===== src/rtl/fc_pkg.sv =====
// Shared constants and state encoding for the FC layer sequencer.
package fc_pkg;

    localparam int DEF_BITWIDTH = 16;
    localparam int DEF_N_IN     = 10;
    localparam int DEF_N_OUT    = 10;
    localparam int DEF_SHIFT    = 8;

    typedef enum logic [2:0] {
        IDLE,
        RUN,
        DRAIN,
        WRITE,
        DONE
    } fc_state_t;

    // Counter width able to hold 0..n-1, never narrower than one bit.
    function automatic int cnt_w(input int n);
        return (n > 1) ? $clog2(n) : 1;
    endfunction

endpackage


===== src/rtl/fc_mac_unit.sv =====
// Single signed multiply-accumulate shared across all output neurons.
module fc_mac_unit #(
    parameter int BITWIDTH = 16,
    parameter int ACC_W    = 2*BITWIDTH+4
) (
    input  logic                       clk,
    input  logic                       rst,
    input  logic                       clr,
    input  logic                       en,
    input  logic signed [BITWIDTH-1:0] a,
    input  logic signed [BITWIDTH-1:0] b,
    output logic signed [ACC_W-1:0]    acc
);

    logic signed [2*BITWIDTH-1:0] prod;

    assign prod = a * b;

    // Clear has priority so a new row never inherits the previous sum.
    always_ff @(posedge clk) begin
        if (rst || clr)
            acc <= '0;
        else if (en)
            acc <= acc + {{(ACC_W-2*BITWIDTH){prod[2*BITWIDTH-1]}}, prod};
    end

endmodule


===== src/rtl/fc_layer_sequencer.sv =====
// Time-multiplexed FC output layer: one MAC walks the weight memory row by row,
// writing one scaled result per output neuron.
module fc_layer_sequencer
    import fc_pkg::*;
#(
    parameter int BITWIDTH = DEF_BITWIDTH,
    parameter int N_IN     = DEF_N_IN,
    parameter int N_OUT    = DEF_N_OUT,
    parameter int SHIFT    = DEF_SHIFT,
    parameter int ACC_W    = 2*BITWIDTH+4,
    parameter int WADDR_W  = $clog2(N_IN*N_OUT)
) (
    input  logic                            clk,
    input  logic                            rst,
    input  logic                            start,
    input  logic [N_IN-1:0][BITWIDTH-1:0]   feature_in,
    output logic                            w_rd_en,
    output logic [WADDR_W-1:0]              w_addr,
    input  logic signed [BITWIDTH-1:0]      w_data,
    output logic                            busy,
    output logic                            done,
    output logic [N_OUT-1:0][BITWIDTH-1:0]  out_vec
);

    localparam int IW = cnt_w(N_IN);
    localparam int JW = cnt_w(N_OUT);

    fc_state_t                     state, state_nx;
    logic [IW-1:0]                 i_q, i_d;
    logic [JW-1:0]                 j_q;
    logic [WADDR_W-1:0]            addr_q;
    logic                          rd_d;
    logic                          acc_clr;
    logic                          last_i, last_j;
    logic [N_IN-1:0][BITWIDTH-1:0] feat_q;
    logic signed [ACC_W-1:0]       acc;

    assign last_i = (i_q == IW'(N_IN-1));
    assign last_j = (j_q == JW'(N_OUT-1));
    // Rows are laid out contiguously, so j*N_IN+i is just a running count.
    assign w_addr = w_rd_en ? addr_q : '0;

    // State register.
    always_ff @(posedge clk) begin
        if (rst)
            state <= IDLE;
        else
            state <= state_nx;
    end

    // Next state and per-state control strobes.
    always_comb begin
        state_nx = state;
        w_rd_en  = 1'b0;
        busy     = 1'b0;
        done     = 1'b0;
        acc_clr  = 1'b0;
        case (state)
            IDLE: begin
                if (start) begin
                    state_nx = RUN;
                    acc_clr  = 1'b1;
                end
            end
            RUN: begin
                w_rd_en = 1'b1;
                busy    = 1'b1;
                if (last_i)
                    state_nx = DRAIN;
            end
            DRAIN: begin
                busy     = 1'b1;
                state_nx = WRITE;
            end
            WRITE: begin
                busy     = 1'b1;
                acc_clr  = 1'b1;
                state_nx = last_j ? DONE : RUN;
            end
            DONE: begin
                done     = 1'b1;
                state_nx = IDLE;
            end
            default: state_nx = IDLE;
        endcase
    end

    // Counters, feature latch and result registers.
    always_ff @(posedge clk) begin
        if (rst) begin
            i_q     <= '0;
            i_d     <= '0;
            j_q     <= '0;
            addr_q  <= '0;
            rd_d    <= 1'b0;
            feat_q  <= '0;
            out_vec <= '0;
        end else begin
            // Weight data returns one cycle after the read, so the feature
            // index travels alongside it.
            rd_d <= w_rd_en;
            i_d  <= i_q;
            case (state)
                IDLE: begin
                    if (start) begin
                        feat_q <= feature_in;
                        i_q    <= '0;
                        j_q    <= '0;
                        addr_q <= '0;
                    end
                end
                RUN: begin
                    i_q    <= last_i ? '0 : i_q + 1'b1;
                    addr_q <= addr_q + 1'b1;
                end
                WRITE: begin
                    // Bits [SHIFT +: BITWIDTH] are exactly (acc >>> SHIFT) truncated.
                    out_vec[j_q] <= acc[SHIFT +: BITWIDTH];
                    i_q          <= '0;
                    j_q          <= last_j ? '0 : j_q + 1'b1;
                end
                default: ;
            endcase
        end
    end

    fc_mac_unit #(
        .BITWIDTH (BITWIDTH),
        .ACC_W    (ACC_W)
    ) u_mac (
        .clk (clk),
        .rst (rst),
        .clr (acc_clr),
        .en  (rd_d),
        .a   ($signed(feat_q[i_d])),
        .b   (w_data),
        .acc (acc)
    );

endmodule


===== config.mk =====
export PLATFORM = sky130hd
export DESIGN_NAME = fc_layer_sequencer
export DESIGN_NICKNAME = d
export VERILOG_FILES = /design/src/rtl/fc_pkg.sv /design/src/rtl/fc_mac_unit.sv /design/src/rtl/fc_layer_sequencer.sv
export SDC_FILE = /design/constraint.sdc
export NUM_CORES = 1
export LEC_CHECK = 0
export CORE_MARGIN = 2
export CORE_UTILIZATION = 50
export DETAILED_ROUTE_END_ITERATION = 10
export PLACE_DENSITY = 0.76
export SLEW_MARGIN = 10
export SYNTH_ARGS = -nofsm -noshare
export SYNTH_HDL_FRONTEND = slang
export SYNTH_HIERARCHICAL = 1
export SYNTH_SLANG_ARGS = --single-unit

===== constraint.sdc =====
create_clock -name clk -period 8.74 [get_ports clk]
set_input_delay 2.185 -clock clk [delete_from_list [all_inputs] [get_ports clk]]
set_output_delay 2.185 -clock clk [all_outputs]
set_load 0.01 [all_outputs]

Yosys cells after proc, flatten, opt, wreduce, memory -nomap -nowiden
Index checks and enable logic that the tools add are counted.
{ "classes": {"mux": 22, "n_reduce_logical": 12, "multipliers": 1, "addsub": 4, "eq_ne": 8, "n_lt_le_gt_ge": 3} }
{ "ops": {"columns": ["op", "count"], "rows": [
  ["$bwmux W160", 1],
  ["$bmux W16 S4", 1],
  ["$demux W16 S4", 1],
  ["$add A36 B36 Y36", 1],
  ["$mul A16 B16 Y32", 1],
  ["$mux W16", 2],
  ["$mux W7", 2],
  ["$pmux W7 S2", 1],
  ["$mux W4", 3],
  ["$pmux W3 S4", 1],
  ["$pmux W4 S3", 1],
  ["$lt A4 B5 Y1 const B", 2],
  ["$reduce_and A2 Y1", 5],
  ["$mux W3", 3],
  ["$add A4 B1 Y4 const B", 2],
  ["$eq A4 B4 Y1 const B", 2],
  ["$pmux W4 S2", 1],
  ["$add A7 B1 Y7 const B", 1],
  ["$eq A3 B2 Y1 const B", 2],
  ["$ge A4 B1 Y1 const B", 1],
  ["$mux W1", 4],
  ["$ne A2 B2 Y1 const B", 2],
  ["$reduce_bool A2 Y1", 2],
  ["$eq A3 B1 Y1 const B", 1],
  ["other kinds (7)", 7]
]} }
{ "totals": {"regBits": 379, "output_inout_bits": 170, "elab_cells": 77, "input_bits": 179} }

Depth between registers and ports, before layout
Gate-level depths: netlist (run 1).
{ "logic_depth": {"depth_word": 5, "mapped_depth": 42, "ltp_nobuf": 37} }

By module
The synthesis (run 1) kept the hierarchy.
{ "by_module_without_submodules": {"columns": ["mod", "area_per_inst_um2", "cells_per_inst", "seq_area_each_um2", "n_inst"], "rows": [
  ["fc_layer_sequencer", 13524.2, 1665, 6866.6, 1],
  ["fc_mac_unit", 12847.3, 1440, 720.7, 1]
]} }

Worst setup path after synthesis (run 1)
Ideal clock, no wire load.
{ "synth_timing": {"path_kind": "input to register", "startpoint": "input port w_data[7]", "endpoint": "register u_mac.acc[35]", "path_buffers": 1, "path_slack_ns": -0.699, "setup_ns": 0.116, "t_required_ns": 8.624, "cell_stages": 33, "arrival_ns": 9.324, "path_cell_list": "clkbuf_1 > nand2_1 > fa_1 > inv_1 > fa_1 > inv_1 > fa_1 > inv_1 > fa_1 > fa_1 > inv_1 > fa_1 > inv_1 > ha_1 > a21o_1 > a21o_1 > a21oi_1 > o21ai_0 > a221oi_1 > a21boi_1 > o41ai_4 > o2111ai_1 > a21oi_1 > xnor2_1 > ha_1 > and2_1 > a31o_2 > a311oi_2 > o21ai_1 > a21oi_2 > xor2_1 > a21oi_1 > a31o_1"} }
{ "synth_via": {"elab_chain_cells": 2} }
{ "synth_rtl": {"columns": ["element", "line", "text"], "rows": [
  ["start: declaration", "fc_layer_sequencer.sv:19", "input logic signed [BITWIDTH-1:0] w_data,"],
  ["$mul A16 B16 Y32", "fc_mac_unit.sv:17", "assign prod = a * b;"],
  ["$add A36 B36 Y36", "fc_mac_unit.sv:24", "acc <= acc + {{(ACC_W-2*BITWIDTH){prod[2*BITWIDTH-1]}}, prod};"],
  ["end signal: assignment", "fc_mac_unit.sv:24", null],
  ["end: declaration", "fc_mac_unit.sv:12", "output logic signed [ACC_W-1:0] acc"]
]} }
Every way passes these cells.
A chain may end at the register's enable or synchronous reset.

Final worst setup path (run 1)
{ "layout_timing": {"startpoint": "input port w_data[2]", "endpoint": "register u_mac.acc[21]"} }
Same word-level chain as after synthesis.

==> results.py, run 1 <==
metrics = {
    "sta": {
        "finalSetupViolCount": 0,
        "fin_ws_ns": 0.378,
        "layout_worst_path_cycle_share": 0.957,
        "hold_viol_final": 0,
        "maxSlewViolCount": 0,
        "slew_headroom": 0.270,
        "timing.fmax_mhz": 120,
        "hold_ws_ns": 0.453,
        "skew_ns": 0.0329,
        "fin_crit_ns": 8.36,
        "tightestPinTransition_ns": 1.10,
    },
    "critical_path": {
        "start_kind": "input pin",
        "crit-reg2reg-capture": "u_mac/acc[21]$_SDFFE_PP0P_",
        "worstReg2RegStart": "i_d[0]$_SDFF_PP0_",
        "cp_slowest_stage_delay_ns": 0.56,
        "arrival_ns": 8.84,
        "cp-startpoint": "w_data[2]",
        "cp_max_fo": 7,
        "critical_path_required_ns": 9.22,
        "reg2reg_depth": 37,
        "crit_path_end_kind": "flip-flop",
        "r2r_slack_ns": 0.48,
        "path_class": "input pin to flip-flop",
        "cp_slowest_cell": "fa_1",
    },
    "clock_tree": {
        "ctsRootBufferMaster": "clkbuf_16",
        "clkSlewWorstSetupHoldPaths_ns": 0.07,
        "cts_made_buffers": 37,
        "ctsHtreeMaxLevel": 2,
        "cts_tree": "done",
        "clock-sinks": 367,
        "clk_path_buf_depth": 3,
        "clk-insertion-delay-late_ns": 0.55,
    },
    "place": {
        "placed_cells": 3662,
        "pre_cts_ws_ns": -0.794,
        "dp_hpwl_um": 50500,
        "io_buffer_count": 348,
        "place_congestion": 0.900,
    },
    "floorplan": {
        "rows": 78,
        "die_area_sq_um": 48200,
        "die_y_um": 220,
        "die_w_um": 220,
        "io_pins": 349,
        "start_util": 0.510,
        "core_sq_um": 45600,
    },
    "logic_synthesis": {
        "netlist_instances": 2776,
        "yosysWarnings": 6,
        "avgSynthCellArea_sq_um": 8.37,
        "syn-num-nets": 3253,
        "syn_area_sq_um": 23200,
    },
    "routing": {
        "dr.pass1.iters": 6,
        "drtAntennaViolNets": 0,
        "drtIter0Drc": 1820,
        "wl_per_cell_um": 18.1,
        "via_count": 20300,
        "drc_errors": 0,
        "vias_per_cell": 5.44,
        "totalWireLength_um": 67700,
    },
    "finish": {
        "final_util": 0.642,
        "seq_area_sq_um": 7350,
        "nFillCells": 3706,
        "final_nets": 3589,
        "n_antenna_cell": 0,
        "areaGrowthSynthToFinish_pct": 25.9,
        "layoutNonFillerInstCount": 3736,
        "drive_gt1_frac": 0.103,
        "multi_input_area_sq_um": 14400,
    },
    "pwr": {
        "p_leak_nw": 12.1,
        "power.density_nw_per_um2": 221,
        "irDropWorstVdd_mv": 0.254,
        "total_power_mw": 6.47,
    },
    "global_route": {
        "grt_start_max_net_pins": 152,
        "grt_pass1_vias": 20300,
        "grt_overflow": 0,
        "antenna_found_initial": 0,
        "grt.total_usage": 0.278,
        "grt_first_pass_wirelength_um": 107000,
    },
    "run": {
        "max_cap_viol_count": 0,
    },
    "hold_path": {
        "min_to": "feat_q[130]$_SDFFE_PP0P_",
        "hold_depth": 2,
        "worstHoldStart": "feat_q[130]$_SDFFE_PP0P_",
        "hp-class": "flip-flop to flip-flop",
    },
    "status": {
        "status": "finished, final reports clean",
    },
}
state kept, by name, indices dropped and copies added (netlist names):
register / cells
i_d: 4
out_vec: 160
state: 3
u_mac/acc: 24
addr_q: 7
j_q: 4
rd_d: 1
feat_q: 160
i_q: 4
power breakdown:
part / internal [mW] / switching, mW
sequential: 1.73 / 0.106
combinational: 1.42 / 1.56
clock: 0.996 / 0.661
total: 4.14 / 2.32
worst max-delay path, delay by kind of cell:
kind / cells / cell delay, ns
muxes: 1 / 0.09
adders and majority gates: 8 / 3.17
xor gates and xnor gates: 2 / 0.26
and+or+nand+nor: 6 / 0.85
buffers and inverters: 7 / 0.63
AOI/OAI and AO/OA: 11 / 1.63
worst max path at each step:
stage | slack [ns] | endpoint | cells after the start
finish | 0.38 | u_mac/acc[21]$_SDFFE_PP0P_ | 35
global route | -0.03 | u_mac/acc[23]$_SDFFE_PP0P_ | 32
CTS | 0.01 | u_mac/acc[23]$_SDFFE_PP0P_ | 33
detailed placement | -0.79 | u_mac/acc[21]$_SDFFE_PP0P_ | 31
global placement | -0.65 | u_mac/acc[21]$_SDFFE_PP0P_ | 35
floorplan | 0.002 | u_mac/acc[21]$_SDFFE_PP0P_ | 33
metrics by stage:
step           instance area (sq um)  TNS, ns
4_1_cts                        29000        0
5_1_grt                        29200  -0.0440
6_report                       29200        0
2_1_floorplan                  23300        0
3_3_place_gp                   27800    -4.17
3_5_place_dp                   27800    -5.31
placed cells by master (no fill, tap or decap), types with 6 or more instances in the layout:
cell / count
a211oi_1: 7
a21o_1: 20
a21oi_1: 342
a21oi_2: 7
and2_1: 118
and3_1: 8
buf_4: 131
clkbuf_1: 7
clkbuf_16: 38
clkbuf_2: 7
clkbuf_8: 8
clkdlybuf4s50_1: 336
dfxtp_1: 366
fa_1: 195
ha_1: 92
ha_4: 6
inv_1: 241
inv_2: 11
mux2_2: 32
mux2i_1: 50
mux4_2: 16
nand2_1: 732
nand2b_1: 15
nand3_1: 18
nand4_1: 7
nor2_1: 103
nor2b_1: 9
o21a_1: 9
o21ai_0: 16
o21bai_1: 8
o22ai_1: 17
o32ai_2: 11
xnor2_1: 29
xor2_1: 11
layer usage:
layer  GRT usage  part of all wire
met2       0.456              0.48
met3      0.0450             0.074
met5           0                 0
met4       0.102             0.036
met1       0.373              0.41
cell type report:
cell class,count,share of cell area
multi-input combinational,1968,0.491
sequential,367,0.251
timing repair buffer,486,0.157
clock buffer,52,0.0363
inverter,252,0.0323
tap,600,0.0257
clock inverter,11,0.00655
timing repair:
action	CTS	global route
gates cloned	0	1
hold buffers	0	0
hold endpoints to repair	0	0
buffers inserted	0	11
setup endpoints to repair	7	9
pin swaps	1	45
resized for setup	7	62
No activity file was read; power rests on OpenSTA's default activity.
==> run 2: changes to the inputs <==
--- a/config.mk
+++ b/config.mk
@@ -9,6 +9,8 @@
 export CORE_UTILIZATION = 50
 export DETAILED_ROUTE_END_ITERATION = 10
 export PLACE_DENSITY = 0.76
+export SETUP_SLACK_MARGIN = 0.5
+export SKIP_LAST_GASP = 1
 export SLEW_MARGIN = 10
 export SYNTH_ARGS = -nofsm -noshare
 export SYNTH_HDL_FRONTEND = slang
==> results.py, run 2 (same netlist as run 1, synthesis figures left out) <==
metrics = {
    "status": {
        "status": "finished, final reports clean",
    },
    "critical_path": {
        "worstReg2RegStart": "i_d[0]$_SDFF_PP0_",
        "cp_max_fo": 5,
        "cp_slowest_cell": "fa_1",
        "cp_slowest_stage_delay_ns": 0.54,
        "crit_path_frequent_cell": "fa_1",
        "crit_path_end_kind": "flip-flop",
        "cp-startpoint": "w_data[1]",
        "arrival_ns": 8.75,
        "start_kind": "input pin",
        "path_class": "input pin to flip-flop",
        "critical_path_required_ns": 9.14,
    },
    "clock_tree": {
        "cts_tree": "done",
        "ctsRootBufferMaster": "clkbuf_16",
        "clk-insertion-delay-late_ns": 0.54,
        "clkSlewWorstSetupHoldPaths_ns": 0.06,
        "ctsHoldBuffers": 0,
        "ctsHtreeMaxLevel": 2,
        "clock-sinks": 367,
        "clk_path_buf_depth": 3,
        "cts_made_buffers": 38,
    },
    "routing": {
        "drc_errors": 0,
        "via_count": 20400,
        "drtIter0Drc": 1424,
        "drtAntennaViolNets": 0,
        "totalWireLength_um": 68200,
        "wl_per_cell_um": 18.2,
        "vias_per_cell": 5.44,
        "dr.pass1.iters": 6,
    },
    "hold_path": {
        "hp-class": "flip-flop to flip-flop",
        "worstHoldStart": "feat_q[53]$_SDFFE_PP0P_",
    },
    "sta": {
        "skew_ns": 0.0202,
        "finalSetupViolCount": 0,
        "hold_viol_final": 0,
        "tightestPinTransition_ns": 1.16,
        "slew_headroom": 0.213,
        "timing.fmax_mhz": 120,
        "maxSlewViolCount": 0,
        "layout_worst_path_cycle_share": 0.956,
        "hold_ws_ns": 0.451,
        "fin_ws_ns": 0.388,
        "rsz0062_at_grt": "true",
        "tns_ns": 0,
        "fin_crit_ns": 8.35,
    },
    "finish": {
        "n_antenna_cell": 0,
        "design_area_sq_um": 29700,
        "final_cell_mix": "730 x nand2_1, 365 x dfxtp_1, 338 x a21oi_1, 334 x clkdlybuf4s50_1, 239 x inv_1",
        "drive_gt1_frac": 0.123,
        "reg.largest.list": "feat_q (160), out_vec (160), u_mac/acc (24)",
        "final_common_cell": "nand2_1",
        "layoutNonFillerInstCount": 3758,
        "final_nets": 3608,
        "final_util": 0.651,
        "areaGrowthSynthToFinish_pct": 27.8,
    },
    "place": {
        "place_congestion": 0.879,
        "dp_hpwl_um": 50800,
        "pre_cts_ws_ns": -0.639,
        "placed_cells": 3668,
        "io_buffer_count": 348,
        "dpl_cell_area_sq_um": 27800,
    },
    "pwr": {
        "swShare": 0.360,
        "clkPwrFrac": 0.249,
        "irDropWorstVdd_mv": 0.313,
        "p_comb_frac": 0.479,
        "seq_power_share": 0.272,
        "power_switching_mw": 2.43,
        "p_leak_nw": 12.3,
        "power.density_nw_per_um2": 228,
        "p_int_mw": 4.33,
        "total_power_mw": 6.77,
    },
    "run": {
        "max_cap_viol_count": 0,
    },
    "global_route": {
        "grt_first_pass_wirelength_um": 108000,
        "grt.total_usage": 0.282,
        "grt_pass1_vias": 20600,
        "antenna_found_initial": 0,
        "grt_overflow": 0,
        "grt_start_max_net_pins": 226,
    },
    "floorplan": {
        "rows": 78,
        "core_sq_um": 45600,
        "die_area_sq_um": 48200,
        "die_w_um": 220,
        "die_y_um": 220,
        "io_pins": 349,
        "start_util": 0.510,
    },
}
[run 2: cell count changes in the layout (fill, tap and decap cells not counted), sizes merged]
cell / previous run / this run
dlygate4sd2: 0 / 4
bufinv: 5 / 2
clkdlybuf4s50: 336 / 334
dlymetal6s2s: 4 / 1
clkbuf: 60 / 57
bufbuf: 0 / 1
inv: 255 / 254
buf: 138 / 163
clkinv: 3 / 7
[run 2: worst paths after layout]
path | end | slack [ns] | cells after the start
worst min-delay path | feat_q[53]$_SDFFE_PP0P_ | 0.45 | 2
worst max register to register | u_mac/acc[21]$_SDFFE_PP0P_ | 0.44 | 36
worst min register to register | feat_q[53]$_SDFFE_PP0P_ | 0.45 | 2
worst max-delay path | u_mac/acc[21]$_SDFFE_PP0P_ | 0.39 | 32
[run 2: final cells by class]
| class | count | area (sq um) |
|---|---|---|
| fill | 3596 | 15900 |
| multi-input combinational | 1968 | 14500 |
| sequential | 367 | 7350 |
| timing repair buffer | 504 | 4770 |
| clock buffer | 56 | 1180 |
| inverter | 252 | 946 |
| tap | 600 | 751 |
| clock inverter | 11 | 140 |
[run 2: power groups by stage]
stage / Clock, mW / Sequential (mW) / Combinational [mW]
after floorplan: 0 / 1.79 / 1.99
after global placement: 0 / 1.87 / 2.79
after detailed placement: 0 / 1.87 / 2.86
after CTS: 1.70 / 1.84 / 2.95
after global routing: 1.76 / 1.84 / 3.60
final: 1.68 / 1.84 / 3.24
[run 2: worst max-delay path: cells and delay by family]
| family | cells | cell delay, ns |
|---|---|---|
| fa+ha+maj | 8 | 3.62 |
| compound gates | 8 | 1.11 |
| buf+inv | 8 | 0.71 |
| simple gates | 5 | 0.70 |
| xor+xnor | 2 | 0.26 |
| mux | 1 | 0.14 |
[run 2: timing repair]
| action | in CTS | in global routing |
|---|---|---|
| gates resized for setup | 76 | 63 |
| pin swaps | 53 | 67 |
| cloned | 1 | 0 |
| buffers inserted | 11 | 11 |
| endpoints found under the setup margin | 10 | 9 |
[run 2: metal layers]
metal / track usage / share of wire / vias to the layer above
met3: 0.0556 / 0.075 / 152
met2: 0.462 / 0.48 / 751
met4: 0.109 / 0.039 / 0
li1: - / - / 9556
met1: 0.367 / 0.41 / 9967
met5: 0 / 0 / -
